$ cat src/rtl/instr_fetch_if.sv
// rtl/instr_fetch_if.sv - instruction-memory read bus between the fetch unit and memory
interface instr_fetch_if;
  logic       mem_req;
  logic [7:0] mem_addr;
  logic       mem_ack;
  logic [7:0] mem_rdata;

  modport master (output mem_req, output mem_addr, input mem_ack, input mem_rdata);
  modport slave  (input mem_req, input mem_addr, output mem_ack, output mem_rdata);
endinterface

$ cat src/rtl/instr_fetch.sv
// rtl/instr_fetch.sv - instruction fetch unit: PC, IR, redirect handling and a return-address stack
module instr_fetch #(
  parameter int STACK_DEPTH = 4
) (
  input  logic               clock,
  input  logic               reset,
  input  logic               ir_load,
  input  logic               jmp_en,
  input  logic               call_en,
  input  logic               ret_en,
  input  logic [7:0]         jmp_target,
  instr_fetch_if.master      mem,
  output logic [7:0]         IR,
  output logic               ir_valid,
  output logic               busy,
  output logic [7:0]         pc_out,
  output logic               stack_err
);

  localparam int SW = $clog2(STACK_DEPTH + 1);
  localparam int IW = (STACK_DEPTH > 1) ? $clog2(STACK_DEPTH) : 1;

  typedef enum logic {ST_IDLE, ST_REQ} state_e;

  state_e         state_q;
  logic [7:0]     pc_q, pc_d;
  logic [7:0]     ir_q;
  logic           ir_valid_q;
  logic [SW-1:0]  sp_q, sp_d;
  logic           err_q, err_d;
  logic           push;
  logic [IW-1:0]  push_idx, top_idx;
  logic [7:0]     stack_q [STACK_DEPTH];

  assign push_idx = sp_q[IW-1:0];
  assign top_idx  = IW'(sp_q - 1'b1);

  // Redirects are only honoured in IDLE; in REQ the PC moves only on an accepted ack.
  always_comb begin
    pc_d  = pc_q;
    sp_d  = sp_q;
    err_d = err_q;
    push  = 1'b0;
    if (state_q == ST_IDLE) begin
      if (jmp_en) begin
        pc_d = jmp_target;
      end else if (call_en) begin
        if (sp_q == SW'(STACK_DEPTH)) begin
          err_d = 1'b1;
        end else begin
          push = 1'b1;
          sp_d = sp_q + 1'b1;
          pc_d = jmp_target;
        end
      end else if (ret_en) begin
        if (sp_q == '0) begin
          err_d = 1'b1;
        end else begin
          sp_d = sp_q - 1'b1;
          pc_d = stack_q[top_idx];
        end
      end
    end else if (mem.mem_ack) begin
      pc_d = pc_q + 8'd1;
    end
  end

  always_ff @(posedge clock) begin
    if (reset) begin
      state_q    <= ST_IDLE;
      pc_q       <= 8'h00;
      ir_q       <= 8'h00;
      ir_valid_q <= 1'b0;
      sp_q       <= '0;
      err_q      <= 1'b0;
    end else begin
      pc_q       <= pc_d;
      sp_q       <= sp_d;
      err_q      <= err_d;
      ir_valid_q <= 1'b0;
      case (state_q)
        ST_IDLE: begin
          if (ir_load) state_q <= ST_REQ;
        end
        ST_REQ: begin
          if (mem.mem_ack) begin
            ir_q       <= mem.mem_rdata;
            ir_valid_q <= 1'b1;
            state_q    <= ST_IDLE;
          end
        end
        default: state_q <= ST_IDLE;
      endcase
    end
  end

  // Stack contents need no reset: the pointer alone defines which entries are live.
  always_ff @(posedge clock) begin
    if (!reset && push) stack_q[push_idx] <= pc_q;
  end

  assign mem.mem_req  = (state_q == ST_REQ);
  assign mem.mem_addr = pc_q;
  assign busy         = (state_q == ST_REQ);
  assign IR           = ir_q;
  assign ir_valid     = ir_valid_q;
  assign pc_out       = pc_q;
  assign stack_err    = err_q;

endmodule

$ cat src/flat_wrapper.sv
// flat-port wrapper written by rule: the top's interface ports become plain ports
module instr_fetch_flat 
#(
  parameter int STACK_DEPTH = 4
)
  (clock, reset, ir_load, jmp_en, call_en, ret_en, jmp_target, IR, ir_valid, busy, pc_out, stack_err, mem_mem_req, mem_mem_addr, mem_mem_ack, mem_mem_rdata);
  instr_fetch_if mem_i ();
  input  logic clock;
  input  logic reset;
  input  logic ir_load;
  input  logic jmp_en;
  input  logic call_en;
  input  logic ret_en;
  input  logic [7:0] jmp_target;
  output logic [7:0] IR;
  output logic ir_valid;
  output logic busy;
  output logic [7:0] pc_out;
  output logic stack_err;
  output wire logic [$bits(mem_i.mem_req)-1:0] mem_mem_req;
  output wire logic [$bits(mem_i.mem_addr)-1:0] mem_mem_addr;
  input wire logic [$bits(mem_i.mem_ack)-1:0] mem_mem_ack;
  input wire logic [$bits(mem_i.mem_rdata)-1:0] mem_mem_rdata;
  assign mem_mem_req = mem_i.mem_req;
  assign mem_mem_addr = mem_i.mem_addr;
  assign mem_i.mem_ack = mem_mem_ack;
  assign mem_i.mem_rdata = mem_mem_rdata;
  instr_fetch #(.STACK_DEPTH(STACK_DEPTH)) u_core (.clock(clock), .reset(reset), .ir_load(ir_load), .jmp_en(jmp_en), .call_en(call_en), .ret_en(ret_en), .jmp_target(jmp_target), .mem(mem_i), .IR(IR), .ir_valid(ir_valid), .busy(busy), .pc_out(pc_out), .stack_err(stack_err));
endmodule
$ cat config.mk
export PLATFORM = sky130hd
export DESIGN_NAME = instr_fetch_flat
export DESIGN_NICKNAME = d
export VERILOG_FILES = /design/src/rtl/instr_fetch_if.sv /design/src/rtl/instr_fetch.sv /design/src/flat_wrapper.sv
export SDC_FILE = /design/constraint.sdc
export NUM_CORES = 1
export LEC_CHECK = 0
export CAP_MARGIN = 20
export CORE_ASPECT_RATIO = 0.5
export CORE_MARGIN = 2
export CORE_UTILIZATION = 51
export DETAILED_ROUTE_END_ITERATION = 6
export PLACE_DENSITY = 0.77
export SLEW_MARGIN = 20
export SYNTH_ARGS = -nofsm -noshare
export SYNTH_HDL_FRONTEND = slang
export SYNTH_SLANG_ARGS = --single-unit
$ cat constraint.sdc
create_clock -name clock -period 3.1 [get_ports clock]
set_clock_uncertainty 0.15 [all_clocks]
set_input_delay 0.93 -clock clock [delete_from_list [all_inputs] [get_ports clock]]
set_output_delay 0.93 -clock clock [all_outputs]
set_load 0.01 [all_outputs]
# Word-level counts from Yosys, hierarchy flattened
# Memories as Yosys holds them, arrays and structs flattened.
# Cells that the tools add are included.
op_classes:
  reduce_logical: 11
  eq_ne: 7
  add_sub_neg: 3
  n_mux: 25
  bitwise: 2
op_table:
  columns: ["cell", "count"]
  rows:
  - ["8-bit 2-to-1 mux", 7]
  - ["1-bit 2-to-1 mux", 13]
  - ["3-bit 2-to-1 mux", 4]
  - ["5-bit AND reduction", 2]
  - ["8-bit by 1-bit adder with 8-bit output (second input constant)", 1]
  - ["4-bit by 3-bit inequality test with 1-bit output (second input constant)", 2]
  - ["2-bit inequality test (second input constant)", 3]
  - ["4-bit AND reduction", 1]
  - ["2-bit nonzero test", 2]
  - ["4-bit nonzero test", 1]
  - ["3-bit by 1-bit adder with 3-bit output (second input constant)", 1]
  - ["3-bit == test (second input constant)", 1]
  - ["3-bit logical NOT", 1]
  - ["3-bit by 1-bit subtractor with 3-bit output (second input constant)", 1]
  - ["2-bit by 1-bit inequality test with 1-bit output (second input constant)", 1]
  - ["1-bit inverter", 2]
  - ["1-bit one-hot mux with 2 select lines", 1]
  - ["2-bit AND reduction", 1]
  - ["2-bit OR reduction", 1]
  - ["1-bit logical AND", 1]
  - ["1-bit logical NOT", 1]
word_totals:
  out_inout_bits: 28
  memories: 1
  reg_bits: 22
  word_cells: 55
  mem_bits_rw: 32
  input_bits: 23
memory_table:
  columns: ["memory", "depth", "word_bits", "rd", "rd_ports_with_merged_regs", "wr", "line", "rtl"]
  rows:
  - ["u_core.stack_q", 4, 8, 1, 0, 1, "instr_fetch.sv:33", "logic [7:0] stack_q [STACK_DEPTH];"]

# Longest topological paths before layout
# Gate-level depths: netlist (run 1).
depth:
  ltp_word: 8
  mapped_depth: 8
  mapped_depth_nobuf: 6

# Least setup slack after synthesis (run 1)
# No wires, ideal clock.
synth_path:
  path_kind: "input to register"
  from: "in jmp_en"
  to: "mem u_core.stack_q[0][0] (enable)"
  path_buffers: 1
  path_slack_ps: 519
  setup_time_ps: 332
  required_ps: 2618
  cell_stages: 4
  t_arrival_ps: 2099
  path_cell_list: "or2_2 clkbuf_1 a2111oi_1 and2_1"
synth_via:
  elab_chain_cells: 5
synth_lines:
  columns: ["item", "line", "rtl"]
  rows:
  - ["start, declared", "flat_wrapper.sv:11", "input logic jmp_en;"]
  - ["1-bit 2-to-1 mux", "instr_fetch.sv:45", "if (jmp_en) begin"]
  - ["1-bit 2-to-1 mux", "instr_fetch.sv:44", "if (state_q == ST_IDLE) begin"]
  - ["1-bit logical AND", "instr_fetch.sv:99", "if (!reset && push) stack_q[push_idx] <= pc_q;"]
  - ["1-bit 2-to-1 mux", "instr_fetch.sv:99", null]
  - ["1-bit 2-to-1 mux (not written as such)", "instr_fetch.sv:99", null]
  - ["end, declared", "instr_fetch.sv:33", null]
# No other way between the ends.

# Final worst setup path (run 1)
layout_path:
  from: "in jmp_en"
  to: "mem u_core.stack_q[2][4] (enable)"
# The elaborated chain is that of the path after synthesis.

==> metrics.cfg, run 1 <==
[final_layout]
n_antenna_cell = 0
final_common_cell = clkdlybuf4s50_1
syn2layout_area_growth_pct = 28.4
post-route-util = 0.669
drive_above_1_share = 0.129
nets = 291
fin_area_um2 = 3240
layout_common_cells = clkdlybuf4s50_1, edfxtp_1, nand2_1, a21oi_1, dfxtp_1

[drt]
drtPass1Iterations = 4
vias_per_cell = 5.56
drt_wl_total_um = 5570
wl_per_cell_um = 16.7
drc = 0
ant_nets = 0
drt-initial-drc-count = 229
num_vias = 1852

[grt]
track_usage = 0.214
grt_max_degree = 27
grt_util_met2 = 0.341
grt_pass1_wl_um = 8560
gr-usage-met1 = 0.306
grt_pass1_vias = 1684
antenna_found_initial = 0
top_usage_layer = met2
use_met3 = 0.0429
grt.overflow.total = 0

[worst_setup_path]
crit_path_start = jmp_en
cp.arrival_ns = 2.77
cp.required_ns = 2.98
reg2regPathDepth = 4
worstSetupPathType = input pin to flop
cp-start-kind = input pin
r2r-start = u_core.busy$_SDFF_PP0_
r2r_slack_ns = 0.73
critPathMaxFanout = 8
end_kind = flop

[sta]
hold_viol_final = 0
max_slew_margin = 0.566
worst_pin_slew_ns = 0.649
setup_tns_ns = 0
rsz0062_at_grt = no
period_needed_ns = 2.89
finalCritPeriodShare = 0.933
setup_violations = 0
fmax_mhz = 346
final_max_slew_viol_count = 0

[clock_network]
clockBufferDepth = 2
cts-root-buf = clkbuf_8
ctsResizeCount = 0
path_clk_slew_ns = 0.10
cts_hold_buffers = 0
cts_buffers = 5
cts.sinks = 54
clock_latency_ns = 0.31
cts_htree_levels = 2
post_cts.repair.setup_buffers = 0
cts_tree = done

[logic_synthesis]
ys_seq_area_frac = 0.555
ys.warnings.count = 0
synth_area_um2 = 2520
synthArstFlopShare = 0
synth_flop_cell = edfxtp_1
netlist_instances = 216
synth_edf_count = 32
ys_types = 48
synth_nets = 245
ys_ff_latch = 54
synth_area_per_cell_um2 = 11.7

[placed_design]
io_buffer_count = 50
gp_congestion = 0.852
place_area_um2 = 3120
hpwl_um = 3920

[die]
start_util = 0.521
die-width_um = 103
die_h_um = 53.7
die_area_um2 = 5560
io_pins = 51
std_cell_rows = 18
core_area_um2 = 4840

[outcome]
outcome = finished, final reports clean

[power_and_ir_drop]
finalPower_mw = 1.61
power_density_nw_per_um2 = 498
peakVddDrop_uv = 307
power.static_leakage_nw = 1.11

[min_path]
hold_depth = 2
min_from = u_core.IR[7]$_SDFFE_PP0P_
hold_class = flop to flop

[flow_run]
drv_cap = 0

-- per-stage QoR --
step | hold WS (ns) | instances | setup WS (ns)
2_1_floorplan | 0.331 | 216 | 0.519
3_3_place_gp | 0.291 | 325 | -0.0696
3_5_place_dp | 0.301 | 325 | -0.110
4_1_cts | 0.320 | 333 | 0.224
5_1_grt | 0.335 | 333 | 0.131
6_report | 0.315 | 333 | 0.208
-- Yosys cell counts, types with 3 or more instances --
library cell  instances  area share
edfxtp_1             32        0.38
nand2_1              29       0.043
a21oi_1              23       0.046
dfxtp_1              22        0.17
buf_4                11       0.033
clkbuf_1             10       0.015
mux4_2                8       0.071
and2_1                6       0.015
ha_1                  6       0.030
inv_1                 6      0.0089
nor2_1                5      0.0074
mux2i_1               4       0.016
nand2b_1              4      0.0099
nand3_1               4      0.0079
o21ai_0               4      0.0079
or4_1                 4       0.012
or3_1                 3      0.0074
-- area by class of cell --
class	count	area (µm²)
timing repair buffer	62	641
tap	70	87.6
clock buffer	5	68.8
inverter	6	22.5
clock inverter	3	48.8
multi-input combinational	133	971
fill	366	1600
sequential	54	1400
-- logic make-up (layout without fill, tap and decap cells) --
kind of cell	Yosys count	after routing	share of synthesized area
adders and majority gates	6	6	0.0297
muxes	12	12	0.0873
xor gates and xnor gates	2	2	0.00694
buffers and inverters	29	76	0.0600
DFF	54	54	0.555
AOI/OAI and AO/OA	46	46	0.123
and+or+nand+nor	67	67	0.138
-- routing by layer --
metal | vias up | share of wire
met3 | 4 | 0.071
met2 | 68 | 0.46
met5 | - | 0
li1 | 880 | -
met4 | 0 | 0.0061
met1 | 900 | 0.46
-- worst paths after layout --
kind / to
max: u_core.stack_q[2][4]$_DFFE_PP_
min: u_core.IR[7]$_SDFFE_PP0P_
max reg2reg: u_core.stack_q[2][4]$_DFFE_PP_
min reg2reg: u_core.IR[7]$_SDFFE_PP0P_
-- power by group --
part / internal (mW) / switching (mW) / total [mW]
Combinational: 0.155 / 0.126 / 0.281
Clock: 0.246 / 0.246 / 0.492
Sequential: 0.795 / 0.0466 / 0.841
-- critical path, stage by stage --
cell             delay (ns)
clkdlybuf4s50_1        0.46
or2_2                  0.35
a2111oi_1              0.60
and2_1                 0.29
buf_12                 0.14
-- sequential cells by signal (all words and copies together) (netlist names) --
signal	cells
u_core.IR	8
u_core.busy	1
u_core.ir_valid	1
u_core.mem.mem_addr	8
u_core.sp_q	3
u_core.stack_err	1
u_core.stack_q	32
Power figures use the tool's default switching activity.
==> run 2, diff against run 1 <==
- GPL_TIMING_DRIVEN: not set -> 0
- SLEW_MARGIN: 20 -> not set
==> metrics.cfg, run 2 (synthesis gave the netlist of run 1 again) <==
[outcome]
outcome = finished, final reports clean

[die]
die_area_um2 = 5560  ; unchanged
die-width_um = 103  ; unchanged
die_h_um = 53.7  ; unchanged
std_cell_rows = 18  ; unchanged
start_util = 0.521  ; unchanged
core_area_um2 = 4840  ; unchanged
io_pins = 51  ; unchanged

[placed_design]
io_buffer_count = 49  ; -2.0%
place_area_um2 = 3100  ; -0.68%
hpwl_um = 4030  ; +3.0%
gp_congestion = 0.837  ; -1.7%
place_ws_ns = -0.375  ; -0.265 ns
dp.cells = 335  ; +3.1%

[worst_setup_path]
end_kind = flop
cp-start-kind = input pin
cp.arrival_ns = 2.71  ; -0.06 ns
crit_path_start = jmp_en
r2r_end = u_core.mem.mem_addr[0]$_SDFFE_PP0P_
critPathMaxFanout = 8  ; unchanged
r2r-start = u_core.sp_q[0]$_SDFFE_PP0P_
r2r_slack_ns = 0.33  ; -0.40 ns
reg2regPathDepth = 8  ; +4
cp.required_ns = 2.95  ; -0.03 ns
worstSetupPathType = input pin to flop

[drt]
wl_per_cell_um = 16.9  ; +1.2%
drc = 0  ; unchanged
vias_per_cell = 5.47  ; -1.6%
ant_nets = 0  ; unchanged
drt-initial-drc-count = 79  ; -66%
drt_wl_total_um = 5800  ; +4.2%
num_vias = 1877  ; +1.3%
drtPass1Iterations = 4  ; unchanged

[final_layout]
syn2layout_area_growth_pct = 27.0
final_common_cell = clkdlybuf4s50_1
final-instance-count-excl-fill = 343  ; +3.0%
post-route-util = 0.662  ; -0.00749
largest_reg_flops = 32  ; unchanged
n_antenna_cell = 0  ; unchanged
n_fill_cell = 388  ; +6.0%
fin_area_um2 = 3200  ; -1.1%
drive_above_1_share = 0.143  ; +0.0136
layout_common_cells = clkdlybuf4s50_1, edfxtp_1, nand2_1, a21oi_1, dfxtp_1
nets = 301  ; +3.4%
regMostFlops = u_core.stack_q

[clock_network]
cts-root-buf = clkbuf_8
clockBufferDepth = 2  ; unchanged
path_clk_slew_ns = 0.10  ; about the same
post_cts.repair.setup_buffers = 0  ; unchanged
cts_htree_levels = 2  ; unchanged
cts_tree = done
cts_buffers = 5  ; unchanged
clock_latency_ns = 0.31  ; about the same
cts.sinks = 54  ; unchanged

[grt]
grt_max_degree = 19  ; -30%
grt_pass1_wl_um = 8920  ; +4.2%
antenna_found_initial = 0  ; unchanged
grt_pass1_vias = 1788  ; +6.2%
grt.overflow.total = 0  ; unchanged
track_usage = 0.223  ; +0.00920

[sta]
setup_violations = 0  ; unchanged
worst_pin_slew_ns = 0.634  ; -0.0152 ns
max_slew_margin = 0.577  ; +0.0112
hold_viol_final = 0  ; unchanged
fmax_mhz = 349  ; +0.91%
fin_ws_ns = 0.234  ; +0.0261 ns
setup_tns_ns = 0  ; unchanged
finalCritPeriodShare = 0.924  ; -0.00842
period_needed_ns = 2.87  ; -0.0261 ns
holdWs_ns = 0.312  ; -0.00323 ns
rsz0062_at_grt = no
final_max_slew_viol_count = 0  ; unchanged

[min_path]
hold_class = flop to flop
hold_end = u_core.IR[1]$_SDFFE_PP0P_
min_from = u_core.IR[1]$_SDFFE_PP0P_
hold_depth = 2  ; unchanged

[power_and_ir_drop]
power_density_nw_per_um2 = 483  ; -3.1%
finalPower_mw = 1.55  ; -4.2%
peakVddDrop_uv = 204  ; -33%
power.static_leakage_nw = 1.10  ; -1.2%

[flow_run]
drv_cap = 0  ; unchanged

[run 2: timing repair]
| item | CTS | global route |
|---|---|---|
| cloned | 0 | 0 |
| hold buffers | 0 | 0 |
| setup endpoints to repair | 32 | 32 |
| gates resized for setup | 4 | 1 |
[run 2: how the worst max path moves through the flow]
stage	slack [ns]	end
3_3_place_gp	-0.32	u_core.stack_q[2][5]$_DFFE_PP_
4_1_cts	0.06	u_core.stack_q[2][0]$_DFFE_PP_
3_5_place_dp	-0.38	u_core.stack_q[2][5]$_DFFE_PP_
6_report	0.23	u_core.stack_q[2][0]$_DFFE_PP_
5_1_grt	0.06	u_core.mem.mem_addr[3]$_SDFFE_PP0P_
2_1_floorplan	0.52	u_core.stack_q[0][0]$_DFFE_PP_
[run 2: metal layers]
metal / up-vias / GRT usage / wire length, µm
li1: 906 / - / -
met1: 915 / 0.290 / 2560
met2: 50 / 0.382 / 2870
met3: 6 / 0.0519 / 313
met4: 0 / 0.0592 / 59
met5: - / 0 / 0
[run 2: critical path: stages]
cell and delay, ns:
clkdlybuf4s50_1 0.52, or2_2 0.32, clkbuf_1 0.17, a2111oi_2 0.38
and2_2 0.38
[run 2: layout make-up]
cell class,instances,area [µm²],area share
buffer,23,129,0.0402
clock buffer,5,68.8,0.0215
clock inverter,3,23.8,0.00742
multi-input combinational,133,981,0.306
sequential,54,1400,0.437
timing repair buffer,49,490,0.153
tap,70,87.6,0.0273
inverter,6,22.5,0.00703
[run 2: report_power, final]
| group | switching, mW | internal, mW | total, mW |
|---|---|---|---|
| Clock | 0.250 | 0.162 | 0.413 |
| Sequential | 0.0434 | 0.795 | 0.838 |
| Combinational | 0.133 | 0.163 | 0.296 |
| Total | 0.427 | 1.12 | 1.55 |
